$ cat config.mk
export PLATFORM = sky130hd
export DESIGN_NAME = button_gesture_decoder
export DESIGN_NICKNAME = d
export VERILOG_FILES = /design/src/rtl/button_pkg.sv /design/src/rtl/gesture_timer.sv /design/src/rtl/button_gesture_decoder.sv
export SDC_FILE = /design/constraint.sdc
export NUM_CORES = 1
export LEC_CHECK = 0
export CORE_MARGIN = 4
export CORE_UTILIZATION = 55
export DETAILED_ROUTE_END_ITERATION = 8
export DONT_BUFFER_PORTS = 1
export PLACE_DENSITY = 0.76
export SLEW_MARGIN = 20
export SYNTH_ARGS = -nofsm -noshare
export SYNTH_HDL_FRONTEND = slang
export SYNTH_SLANG_ARGS = --single-unit
$ cat constraint.sdc
create_clock -name clk -period 1.7 [get_ports clk]
set_clock_uncertainty 0.1 [all_clocks]
set_input_delay 0.255 -clock clk [delete_from_list [all_inputs] [get_ports clk]]
set_output_delay 0.255 -clock clk [all_outputs]
set_load 0.01 [all_outputs]
$ cat src/rtl/button_pkg.sv
// Shared state encoding and 100 MHz default timing for the button gesture decoder.
package button_pkg;

    localparam logic [2:0] IDLE   = 3'd0;
    localparam logic [2:0] PRESS1 = 3'd1;
    localparam logic [2:0] GAP    = 3'd2;
    localparam logic [2:0] PRESS2 = 3'd3;
    localparam logic [2:0] HELD   = 3'd4;

    localparam int DEF_LONG_CYCLES   = 50_000_000;
    localparam int DEF_GAP_CYCLES    = 25_000_000;
    localparam int DEF_REPEAT_CYCLES = 10_000_000;
    localparam int DEF_CNT_W         = 26;

endpackage

$ cat src/rtl/gesture_timer.sv
// Shared gesture counter: clear has priority over enable; at_limit flags cnt == limit-1.
module gesture_timer #(
    parameter int CNT_W = 26
) (
    input  logic             clk,
    input  logic             reset,
    input  logic             i_clear,
    input  logic             i_en,
    input  logic [CNT_W-1:0] i_limit,
    output logic             o_at_limit
);

    localparam logic [CNT_W-1:0] ONE = {{(CNT_W-1){1'b0}}, 1'b1};

    logic [CNT_W-1:0] r_cnt;

    // NOTE: sequential state is written with <= only, so every flop samples pre-edge values.
    always_ff @(posedge clk) begin
        if (reset) begin
            r_cnt <= '0;
        end else if (i_clear) begin
            r_cnt <= '0;
        end else if (i_en) begin
            r_cnt <= r_cnt + ONE;
        end
    end

    assign o_at_limit = (r_cnt == i_limit - ONE);

endmodule

$ cat src/rtl/button_gesture_decoder.sv
// Classifies debounced presses into short/long/double pulses.
// Optional auto-repeat in HELD is enabled by defining GESTURE_REPEAT_EN.
module button_gesture_decoder
    import button_pkg::*;
#(
    parameter int LONG_CYCLES   = DEF_LONG_CYCLES,
    parameter int GAP_CYCLES    = DEF_GAP_CYCLES,
    parameter int CNT_W         = DEF_CNT_W,
    parameter int REPEAT_CYCLES = DEF_REPEAT_CYCLES
) (
    input  logic clk,
    input  logic reset,
    input  logic btn_level,
    output logic short_press,
    output logic long_press,
    output logic double_press,
    output logic repeat_tick,
    output logic gesture_active
);

    localparam logic [CNT_W-1:0] LONG_LIM = CNT_W'(LONG_CYCLES);
    localparam logic [CNT_W-1:0] GAP_LIM  = CNT_W'(GAP_CYCLES);
`ifdef GESTURE_REPEAT_EN
    localparam logic [CNT_W-1:0] REPEAT_LIM = CNT_W'(REPEAT_CYCLES);
`endif

    logic [2:0]       r_state;
    logic             r_prev;
    logic             r_short;
    logic             r_long;
    logic             r_double;
    logic             r_active;
    logic             w_rise;
    logic             w_clear;
    logic             w_en;
    logic             w_at_limit;
    logic [CNT_W-1:0] w_limit;

    assign w_rise = btn_level & ~r_prev;

    // Counter runs only while the current phase continues; any transition clears it.
    // NOTE: every always_comb output gets a default first, so no path can infer a latch.
    always_comb begin
        w_en    = 1'b0;
        w_limit = LONG_LIM;
        case (r_state)
            PRESS1: w_en = btn_level & ~w_at_limit;
            GAP: begin
                w_limit = GAP_LIM;
                w_en    = ~btn_level & ~w_at_limit;
            end
            PRESS2: w_en = btn_level & ~w_at_limit;
`ifdef GESTURE_REPEAT_EN
            HELD: begin
                w_limit = REPEAT_LIM;
                w_en    = btn_level & ~w_at_limit;
            end
`endif
            default: w_en = 1'b0;
        endcase
        w_clear = ~w_en;
    end

    gesture_timer #(
        .CNT_W(CNT_W)
    ) u_timer (
        .clk       (clk),
        .reset     (reset),
        .i_clear   (w_clear),
        .i_en      (w_en),
        .i_limit   (w_limit),
        .o_at_limit(w_at_limit)
    );

`ifdef GESTURE_REPEAT_EN
    logic r_repeat;
`endif

    // prev_level resets high so a button already held at reset cannot look like a rise.
    always_ff @(posedge clk) begin
        if (reset) begin
            r_state  <= IDLE;
            r_prev   <= 1'b1;
            r_short  <= 1'b0;
            r_long   <= 1'b0;
            r_double <= 1'b0;
            r_active <= 1'b0;
`ifdef GESTURE_REPEAT_EN
            r_repeat <= 1'b0;
`endif
        end else begin
            r_prev   <= btn_level;
            r_short  <= 1'b0;
            r_long   <= 1'b0;
            r_double <= 1'b0;
`ifdef GESTURE_REPEAT_EN
            r_repeat <= 1'b0;
`endif
            case (r_state)
                IDLE: begin
                    if (w_rise) begin
                        r_state  <= PRESS1;
                        r_active <= 1'b1;
                    end
                end
                PRESS1: begin
                    if (!btn_level) begin
                        r_state <= GAP;
                    end else if (w_at_limit) begin
                        r_long  <= 1'b1;
                        r_state <= HELD;
                    end
                end
                GAP: begin
                    if (btn_level) begin
                        r_state <= PRESS2;
                    end else if (w_at_limit) begin
                        r_short  <= 1'b1;
                        r_state  <= IDLE;
                        r_active <= 1'b0;
                    end
                end
                PRESS2: begin
                    if (!btn_level) begin
                        r_double <= 1'b1;
                        r_state  <= IDLE;
                        r_active <= 1'b0;
                    end else if (w_at_limit) begin
                        r_double <= 1'b1;
                        r_state  <= HELD;
                    end
                end
                HELD: begin
                    if (!btn_level) begin
                        r_state  <= IDLE;
                        r_active <= 1'b0;
                    end
`ifdef GESTURE_REPEAT_EN
                    else if (w_at_limit) begin
                        r_repeat <= 1'b1;
                    end
`endif
                end
                default: begin
                    r_state  <= IDLE;
                    r_active <= 1'b0;
                end
            endcase
        end
    end

    assign short_press    = r_short;
    assign long_press     = r_long;
    assign double_press   = r_double;
    assign gesture_active = r_active;
`ifdef GESTURE_REPEAT_EN
    assign repeat_tick    = r_repeat;
`else
    assign repeat_tick    = 1'b0;
`endif

endmodule
==> metrics <==
worst setup margin=-0.0739 ns; drt drc=0; number of antenna-violating nets in the routed design=0; leading cell types by total area after synthesis=dfxtp_1, xor2_1, nor2_1; Crit-path slowest cell=dfxtp_1; Commonest cells post-synth=dfxtp_1, nor2_1, nand3_1, xor2_1, nand2_1; largest family of logic cells by synthesized area=simple AND/OR/NAND/NOR gates; crit path DAT=1.91 ns; synthesized area per cell=8.84 um2; Final HPWL DP=2490 um; crit-path cells=nand4b_1, a211o_1, a211o_4, buf_4, nand3_1, a21oi_1; Pleak=0.723 nW; post-synth top area share=0.425; die area=0.00384 mm2; Layout Nets=217; critical path type=reg2reg; CORE AREA=0.00276 mm2; max incr delay on CP=0.43 ns; number of global-route vias before repair=1352; layout cell share with drive strength beyond 1=0.291; post-layout util=0.721; failing checks=hold timing, setup timing; number of port buffers=0; most numerous cell in the Yosys netlist=dfxtp_1; Compound-Gate Fraction of Synth Area=0.0711; ant diodes=0; RSZ-0062 raised after global routing=yes; CTS H-tree depth=2; Seq cells post-synth=34; Post-Synth XOR/XNOR Area=0.131; Post-synth EDFFs=0; clock sink count=34; tightest hold margin=-0.137 ns; Synth area leader=dfxtp_1; Most used DFF post-synth=dfxtp_1; Die H=61.9 um; initial antenna violation count=0; post-synthesis cell type count=41; Congestion Overflow GR=0; register area share after synthesis=0.425; Critical Path Sink Type=flip-flop; TritonCTS clock tree=built; Layout Area Growth over Synthesis=24.2%; mux share of post-synthesis cell area=0; fin. max-slew vios=0; Critical Path Start Type=flip-flop; Adder-Cell Fraction of Synth Area=0.00782; post-layout min period=1.77 ns; post-synthesis simple-gate area fraction=0.310; Clock transition at path regs=0.10 ns; Post-synth ARST share=0; fmax=564 MHz; vias=1451; setup TNS=-0.765 ns; Initial Util=0.580; pre-CTS WS=-0.116 ns; final setup fails=25; Cell Area, Synth=0.00160 mm2; Synth Net Count=185; Post-Syn Instances=181; Tcrit/Tclk final=1.04; Rows=19; crit-path max FO=5; pwr dens=669 mW/mm2; Min-Delay Path Class=in2reg; CTS buffer count=5; Root Buffer=clkbuf_4; Post-CTS Hold Buffers=2; global router's overall resource usage=0.228; Max clock buf depth=2; routability cong.=0.762; drt first pass iters=4; first-pass GRT wire length=6340 um; status=complete, but fails checks; Boundary Pins=8; Req. time, crit path=1.84 ns; die width=61.9 um; Detailed Route Iter0 Violations=57; pin count of the biggest net entering global routing=26; mean routed wirelength per cell=16.6 um; vias per std cell=5.95; Hold Vio Cnt, Final=3; Skew-Pair Late Insertion Delay=0.35 ns; Post-Route WL=4040 um; Max-cap violations=0; maximum VDD drop=0.724 mV; Synth warnings=0
-- cells in the final DEF (no fill, tap or decap), types with 2 or more instances in the layout --
cell type	instances
a21oi_1	6
and3_1	5
and3_2	3
buf_4	29
clkbuf_1	2
clkbuf_4	5
dfxtp_1	26
dfxtp_2	8
dlygate4sd3_1	2
inv_1	5
nand2_1	8
nand3_1	16
nand3_2	2
nand4_1	6
nor2_1	30
nor3_2	2
nor4_4	2
nor4bb_4	2
xnor2_1	6
xor2_1	18
-- final cells by class --
cell class | instances | area, um2
well taps | 31 | 38.8
flip-flops and latches | 34 | 691
fillers | 186 | 769
multi-input cells | 135 | 946
repair buffers | 32 | 249
inverters | 5 | 18.8
clock buffers | 7 | 45.0
-- final timing paths --
| check | slack, ns | end | start | cells after the start |
|---|---|---|---|---|
| hold / removal | -0.14 | r_state[2]$_SDFFE_PP0P_ | reset | 1 |
| setup reg to reg | -0.07 | gesture_active$_SDFFE_PP0P_ | u_timer.r_cnt[25]$_SDFF_PP0_ | 6 |
| setup / recovery | -0.07 | gesture_active$_SDFFE_PP0P_ | u_timer.r_cnt[25]$_SDFF_PP0_ | 6 |
| hold reg to reg | 0.43 | u_timer.r_cnt[4]$_SDFF_PP0_ | u_timer.r_cnt[4]$_SDFF_PP0_ | 2 |
-- stage by stage --
stage | std cells | power (W) | instance area [um2]
2_1_floorplan | 181 | 0.000896 | 1610
4_1_cts | 242 | 0.00132 | 1920
3_5_place_dp | 231 | 0.000909 | 1790
5_1_grt | 244 | 0.00137 | 1990
6_report | 244 | 0.00133 | 1990
3_3_place_gp | 231 | 0.000904 | 1790
-- layer usage --
layer,up-vias,part of all wire,routed length [um],global-route usage
met5,-,0,0,0
met3,10,0.039,158,0.0744
met1,717,0.42,1700,0.278
met4,0,0.023,94,0.0788
li1,689,-,-,-
met2,35,0.52,2090,0.377
-- repair_timing --
| item | CTS | global route |
|---|---|---|
| buffers inserted | 2 | 0 |
| cloned | 0 | 2 |
| setup endpoints to repair | 28 | 32 |
| pin swaps | 4 | 1 |
| endpoints found under the hold margin | 6 | 3 |
| gates resized for setup | 13 | 12 |
-- sequential cells by signal, indices dropped and copies added, names as in the netlist --
name	cells
double_press	1
gesture_active	1
long_press	1
r_prev	1
r_state	3
short_press	1
u_timer.r_cnt	26
-- logic make-up after synthesis --
family / after synthesis
other cells: 1
simple gates: 90
flops: 34
buf+inv: 14
xor+xnor: 24
compound gates: 17
fa+ha+maj: 1
-- power by group --
part	internal, W	total, W	switching [W]
sequential	0.000806	0.000818	0.0000119
clock	0.000156	0.000421	0.000266
combinational	0.0000351	0.0000896	0.0000546
total	0.000997	0.00133	0.000332
-- critical path: cells and delay by family (launching register included) --
family / cells / cell delay (ns)
AO/OA/AOI/OAI: 3 / 0.77
buffers and inverters: 1 / 0.16
flip-flops: 1 / 0.43
AND/OR/NAND/NOR: 2 / 0.22
No activity file was read; power rests on OpenSTA's default activity.
